--- src/rtl/neuron_pkg.sv ---
// Shared types and helpers for the sequential neuron family: FSM state encoding,
// activation-select constants and the accumulator width rule.
package neuron_pkg;

    typedef enum logic [1:0] {
        ST_IDLE = 2'd0,
        ST_LOAD = 2'd1,
        ST_MAC  = 2'd2,
        ST_ACT  = 2'd3
    } state_t;

    localparam bit ACT_RELU   = 1'b1;
    localparam bit ACT_LINEAR = 1'b0;

    // Wide enough to sum N full-width products plus the bias without overflow.
    function automatic int acc_width(input int data_width, input int n_inputs);
        return 2 * data_width + $clog2(n_inputs + 1);
    endfunction

endpackage

--- src/rtl/neuron_sat.sv ---
// Combinational accumulator-to-output resize. Build with NEURON_SAT_EN to clamp
// to the signed output range; otherwise the low bits are kept (two's-complement wrap).
module neuron_sat #(
    parameter int IN_W  = 20,
    parameter int OUT_W = 8
) (
    input  logic signed [IN_W-1:0]  din,
    output logic signed [OUT_W-1:0] dout
);

`ifdef NEURON_SAT_EN
    localparam logic signed [IN_W-1:0] MAX_V = {{(IN_W-OUT_W+1){1'b0}}, {(OUT_W-1){1'b1}}};
    localparam logic signed [IN_W-1:0] MIN_V = {{(IN_W-OUT_W+1){1'b1}}, {(OUT_W-1){1'b0}}};

    always_comb begin
        if (din > MAX_V) begin
            dout = {1'b0, {(OUT_W-1){1'b1}}};
        end else if (din < MIN_V) begin
            dout = {1'b1, {(OUT_W-1){1'b0}}};
        end else begin
            dout = din[OUT_W-1:0];
        end
    end
`else
    logic unused_hi_bits;

    assign dout           = din[OUT_W-1:0];
    assign unused_hi_bits = ^din[IN_W-1:OUT_W];
`endif

endmodule

--- src/rtl/neuron_mac_seq.sv ---
// Sequential neuron: one time-shared multiplier, one MAC per enabled cycle, then
// resize (neuron_sat, NEURON_SAT_EN selects clamp vs wrap) and optional ReLU.
module neuron_mac_seq #(
    parameter int                                DATA_WIDTH = 8,
    parameter int                                FRAC_BITS  = 4,
    parameter int                                N_INPUTS   = 4,
    parameter logic [N_INPUTS*DATA_WIDTH-1:0]    W          = '0,
    parameter logic signed [DATA_WIDTH-1:0]      BIAS       = '0,
    parameter bit                                ACT_RELU   = neuron_pkg::ACT_RELU
) (
    input  logic                               clk,
    input  logic                               rst,
    input  logic                               En,
    input  logic                               Run,
    input  logic [N_INPUTS*DATA_WIDTH-1:0]     X,
    output logic signed [DATA_WIDTH-1:0]       Y,
    output logic                               Busy,
    output logic                               Done
);
    import neuron_pkg::*;

    localparam int ACC_W = acc_width(DATA_WIDTH, N_INPUTS);
    localparam int IDX_W = (N_INPUTS > 1) ? $clog2(N_INPUTS) : 1;
    localparam int PROD_W = 2 * DATA_WIDTH;
    localparam logic [IDX_W-1:0] LAST_IDX = IDX_W'(N_INPUTS - 1);
    localparam logic signed [ACC_W-1:0] BIAS_EXT =
        {{(ACC_W-DATA_WIDTH){BIAS[DATA_WIDTH-1]}}, BIAS};

    state_t                        state;
    logic signed [DATA_WIDTH-1:0]  xr [N_INPUTS];
    logic signed [ACC_W-1:0]       acc;
    logic [IDX_W-1:0]              idx;

    logic signed [DATA_WIDTH-1:0]  x_cur;
    logic signed [DATA_WIDTH-1:0]  w_cur;
    logic signed [PROD_W-1:0]      prod;
    logic signed [PROD_W-1:0]      prod_sh;
    logic signed [ACC_W-1:0]       prod_ext;
    logic signed [DATA_WIDTH-1:0]  r_res;
    logic signed [DATA_WIDTH-1:0]  act_val;

    // Operand select by compare rather than direct index, so idx never reads past the array.
    always_comb begin
        x_cur = '0;
        w_cur = '0;
        for (int i = 0; i < N_INPUTS; i++) begin
            if (idx == IDX_W'(i)) begin
                x_cur = xr[i];
                w_cur = W[i*DATA_WIDTH +: DATA_WIDTH];
            end
        end
    end

    assign prod     = x_cur * w_cur;
    assign prod_sh  = prod >>> FRAC_BITS;
    assign prod_ext = {{(ACC_W-PROD_W){prod_sh[PROD_W-1]}}, prod_sh};

    neuron_sat #(
        .IN_W  (ACC_W),
        .OUT_W (DATA_WIDTH)
    ) u_sat (
        .din  (acc),
        .dout (r_res)
    );

    // ReLU is applied after the resize, so a wrapped negative is also forced to zero.
    assign act_val = ((ACT_RELU != ACT_LINEAR) && r_res[DATA_WIDTH-1]) ? '0 : r_res;

    always_ff @(posedge clk or posedge rst) begin
        if (rst) begin
            state <= ST_IDLE;
            acc   <= '0;
            idx   <= '0;
            Y     <= '0;
            Busy  <= 1'b0;
            Done  <= 1'b0;
            for (int i = 0; i < N_INPUTS; i++) begin
                xr[i] <= '0;
            end
        end else begin
            // Done is a single-cycle pulse even while En is low.
            Done <= 1'b0;
            if (En) begin
                case (state)
                    ST_IDLE: begin
                        if (Run) begin
                            state <= ST_LOAD;
                            Busy  <= 1'b1;
                        end
                    end
                    ST_LOAD: begin
                        for (int i = 0; i < N_INPUTS; i++) begin
                            xr[i] <= X[i*DATA_WIDTH +: DATA_WIDTH];
                        end
                        acc   <= BIAS_EXT;
                        idx   <= '0;
                        state <= ST_MAC;
                    end
                    ST_MAC: begin
                        acc <= acc + prod_ext;
                        if (idx == LAST_IDX) begin
                            idx   <= '0;
                            state <= ST_ACT;
                        end else begin
                            idx <= idx + 1'b1;
                        end
                    end
                    ST_ACT: begin
                        Y     <= act_val;
                        Done  <= 1'b1;
                        Busy  <= 1'b0;
                        state <= ST_IDLE;
                    end
                    default: begin
                        state <= ST_IDLE;
                        Busy  <= 1'b0;
                    end
                endcase
            end
        end
    end

endmodule

--- config.mk ---
export PLATFORM = sky130hd
export DESIGN_NAME = neuron_mac_seq
export DESIGN_NICKNAME = d
export VERILOG_FILES = /design/src/rtl/neuron_pkg.sv /design/src/rtl/neuron_sat.sv /design/src/rtl/neuron_mac_seq.sv
export SDC_FILE = /design/constraint.sdc
export NUM_CORES = 1
export LEC_CHECK = 0
export ABC_AREA = 1
export CAP_MARGIN = 15
export CORE_MARGIN = 1
export CORE_UTILIZATION = 24
export CTS_CLUSTER_SIZE = 40
export DETAILED_ROUTE_END_ITERATION = 10
export HOLD_SLACK_MARGIN = 0.1
export PLACE_DENSITY = 0.79
export SYNTH_ARGS = -nofsm -noshare
export SYNTH_HDL_FRONTEND = slang
export SYNTH_SLANG_ARGS = --single-unit
--- constraint.sdc ---
create_clock -name clk -period 1 [get_ports clk]
set_input_delay 0.15 -clock clk [delete_from_list [all_inputs] [get_ports clk]]
set_output_delay 0.15 -clock clk [all_outputs]
set_load 0.03 [all_outputs]
==> qor.yml <==
layout:
  nNetsFinal: 104
  n_antenna_cell: 0
  multi_input_area_sq_um: 250
  final_area_sq_um: 566
  register_area_sq_um: 150
  syn_to_final_growth_pct: 31.0
  final_util_pct: 35.5
  fillers: 161
  layout-drive-gt1-share_pct: 41.9
setup_path:
  critical_path.top_delay_family: "flip-flops"
  cp-start-kind: "flip-flop"
  critPathKind: "reg -> reg"
  crit_fanout: 4
  cp.required_ps: 1120
  crit_path_end_kind: "flip-flop"
  slowest_delay_ps: 400
  worstPathArrival_ps: 1180
  crit_chain: "inv_2, ha_4, nand2_4, nand3_2, nand2_1, nand2_1"
  cpMostUsedCell: "nand2_1"
  cp_slowest_cell: "dfrtp_1"
  critical_path_buf_inv_count: 1
clock_tree:
  clock-root-buffer: "clkbuf_4"
  cts-hold-fix-buffers: 0
  numClockSinks: 6
  postCtsSetupBuffers: 0
  clk_path_buf_depth: 2
  tritoncts: "yes"
  htreeDepth: 1
  clk_latency_ps: 240
  clk_pin_slew_worst_paths_ps: 40
  cts_buffers: 3
synth:
  syn_inst: 52
  synth_ff_type: "dfrtp_1"
  yosysSeqAreaShare_pct: 34.8
  synthAdderAreaFrac_pct: 11.6
  synthSimpleGateAreaFrac_pct: 24.3
  synth_edf_count: 0
  synthMuxAreaShare_pct: 0
  syn_area_sq_um: 432
  synth_top_family_by_area: "buffers and inverters"
  synth-async-reset-ratio_pct: 100
  yosys.area.top_type: "dfrtp_1"
  synth-seq-cells: 6
  synth_cell_types: 15
  ys_top_cells_by_area: "dfrtp_1, buf_4, ha_1"
  synth_common_cells: "nand2_1, buf_4, inv_1, dfrtp_1, ha_1"
  syn_area_per_cell_sq_um: 8.30
  synth_xor_area_share_pct: 0
  synth_top_area_share_pct: 34.8
  yosys_warnings: 0
  synth_compound_area_share_pct: 3.19
  synth.most_common_cell: "nand2_1"
placement:
  post-place-ws_ps: -202
  postPlaceCellArea_sq_um: 494
  numPortBuffers: 5
  gp_congestion: 0.788
  place_hpwl_um: 568
global_routing:
  grt_pass1_wl_um: 1200
  grt_pass1_vias: 307
  grt.overflow.total: 0
  grt_usage_pct: 9.07
  grt_max_degree: 9
  antenna_found_initial: 0
outcome:
  violations: "negative setup slack"
  status: "finished, violations left"
floorplan:
  placementRows: 14
  coreArea_sq_mm: 0.00159
  dieHeight_um: 44.4
  die_area_sq_mm: 0.00197
  die_w_um: 44.4
  ios: 46
  initial_core_util_pct: 27.1
detailed_routing:
  finalWirelength_um: 732
  drc: 0
  drtPass1Iterations: 4
  vias: 317
  wl_per_cell_um: 8.51
  ant_nets: 0
  drt-initial-drc-count: 8
  drt-vias-per-instance: 3.69
sta:
  hold_viol: 0
  final-max-slew-violation-count: 0
  fin_crit_ps: 1060
  max_freq_ghz: 0.942
  finalSetupTns_ps: -243
  rsz0062_at_grt: "true"
  setup_viol: 5
  clock-skew-final_ps: 2.25
  fin_ws_ps: -61.1
  fin_crit_sh_pct: 106
power:
  vdd_drop_max_mv: 0.553
  powerDensity_mw_per_mm2: 2810
  p_leak_nw: 0.303
hold_path:
  hp-class: "in -> async"
flow_run:
  maxCapViolations: 0
## where the power goes
group | switching [mW] | internal [mW]
clock | 0.0759 | 0.135
combinational | 0.533 | 0.435
sequential | 0.0713 | 0.339
total | 0.680 | 0.909
## final cells by class
type / count / share of cell area, %
clock buffer: 3 / 3.98
inverter: 10 / 6.64
multi-input combinational: 34 / 44.2
sequential: 6 / 26.5
tap: 24 / 5.31
timing repair buffer: 9 / 13.3
## metrics by stage
| stage | hold slack (ps) | total power, mW | instances |
|---|---|---|---|
| 4_1_cts | 141 | 1.56 | 86 |
| 3_3_place_gp | 395 | 1.14 | 83 |
| 6_report | 132 | 1.59 | 86 |
| 5_1_grt | 162 | 1.70 | 86 |
| 3_5_place_dp | 393 | 1.16 | 83 |
| 2_1_floorplan | -59.0 | 0.933 | 59 |
## sequential cells by signal, indices dropped and copies added, names as in the netlist
register and count:
Done 1, state 2, Busy 1, idx 2
## metal layers
layer	vias up	GRT usage (%)	wire (um)
met4	0	5.45	0
met2	14	13.5	327
li1	163	-	-
met3	0	4.90	63
met5	-	0	0
met1	140	10.1	341
## path summary, 6_finish.rpt
path / depth (start not counted) / slack (ps) / to / startpoint
worst max-delay path: 6 / -60 / state[0] / state[1]
min in group clk: 2 / 500 / Busy / Busy
worst min register to register: 2 / 500 / Busy / Busy
max in group asynchronous: 2 / 680 / idx[1] / rst
worst min-delay path: 2 / 130 / state[0] / rst
worst max register to register: 6 / -60 / state[0] / state[1]
## kinds of logic (layout without fill, tap and decap cells)
group / count (synthesis) / in the layout
adder cells (fa/ha/maj): 4 / 4
AO/OA/AOI/OAI: 2 / 2
buffers and inverters: 19 / 22
other: 1 / 8
flip-flops: 6 / 6
AND/OR/NAND/NOR: 20 / 20
## cells in the final DEF, fill, tap and decap left out, types with 2 or more instances in the layout
master,count
inv_2,4
nand3_2,2
dfrtp_1,6
inv_1,6
conb_1,8
ha_1,2
clkbuf_4,3
nand2_1,7
nand2_4,3
buf_4,6
clkdlybuf4s50_1,3
nand4_1,2
nand3_1,2
o21ai_2,2
nand2_2,3
ha_4,2
## what timing repair did
action,4_1_cts,5_1_grt
pin swaps,2,7
endpoints found under the setup margin,5,6
resized for setup,8,4
Power figures use the tool's default switching activity.
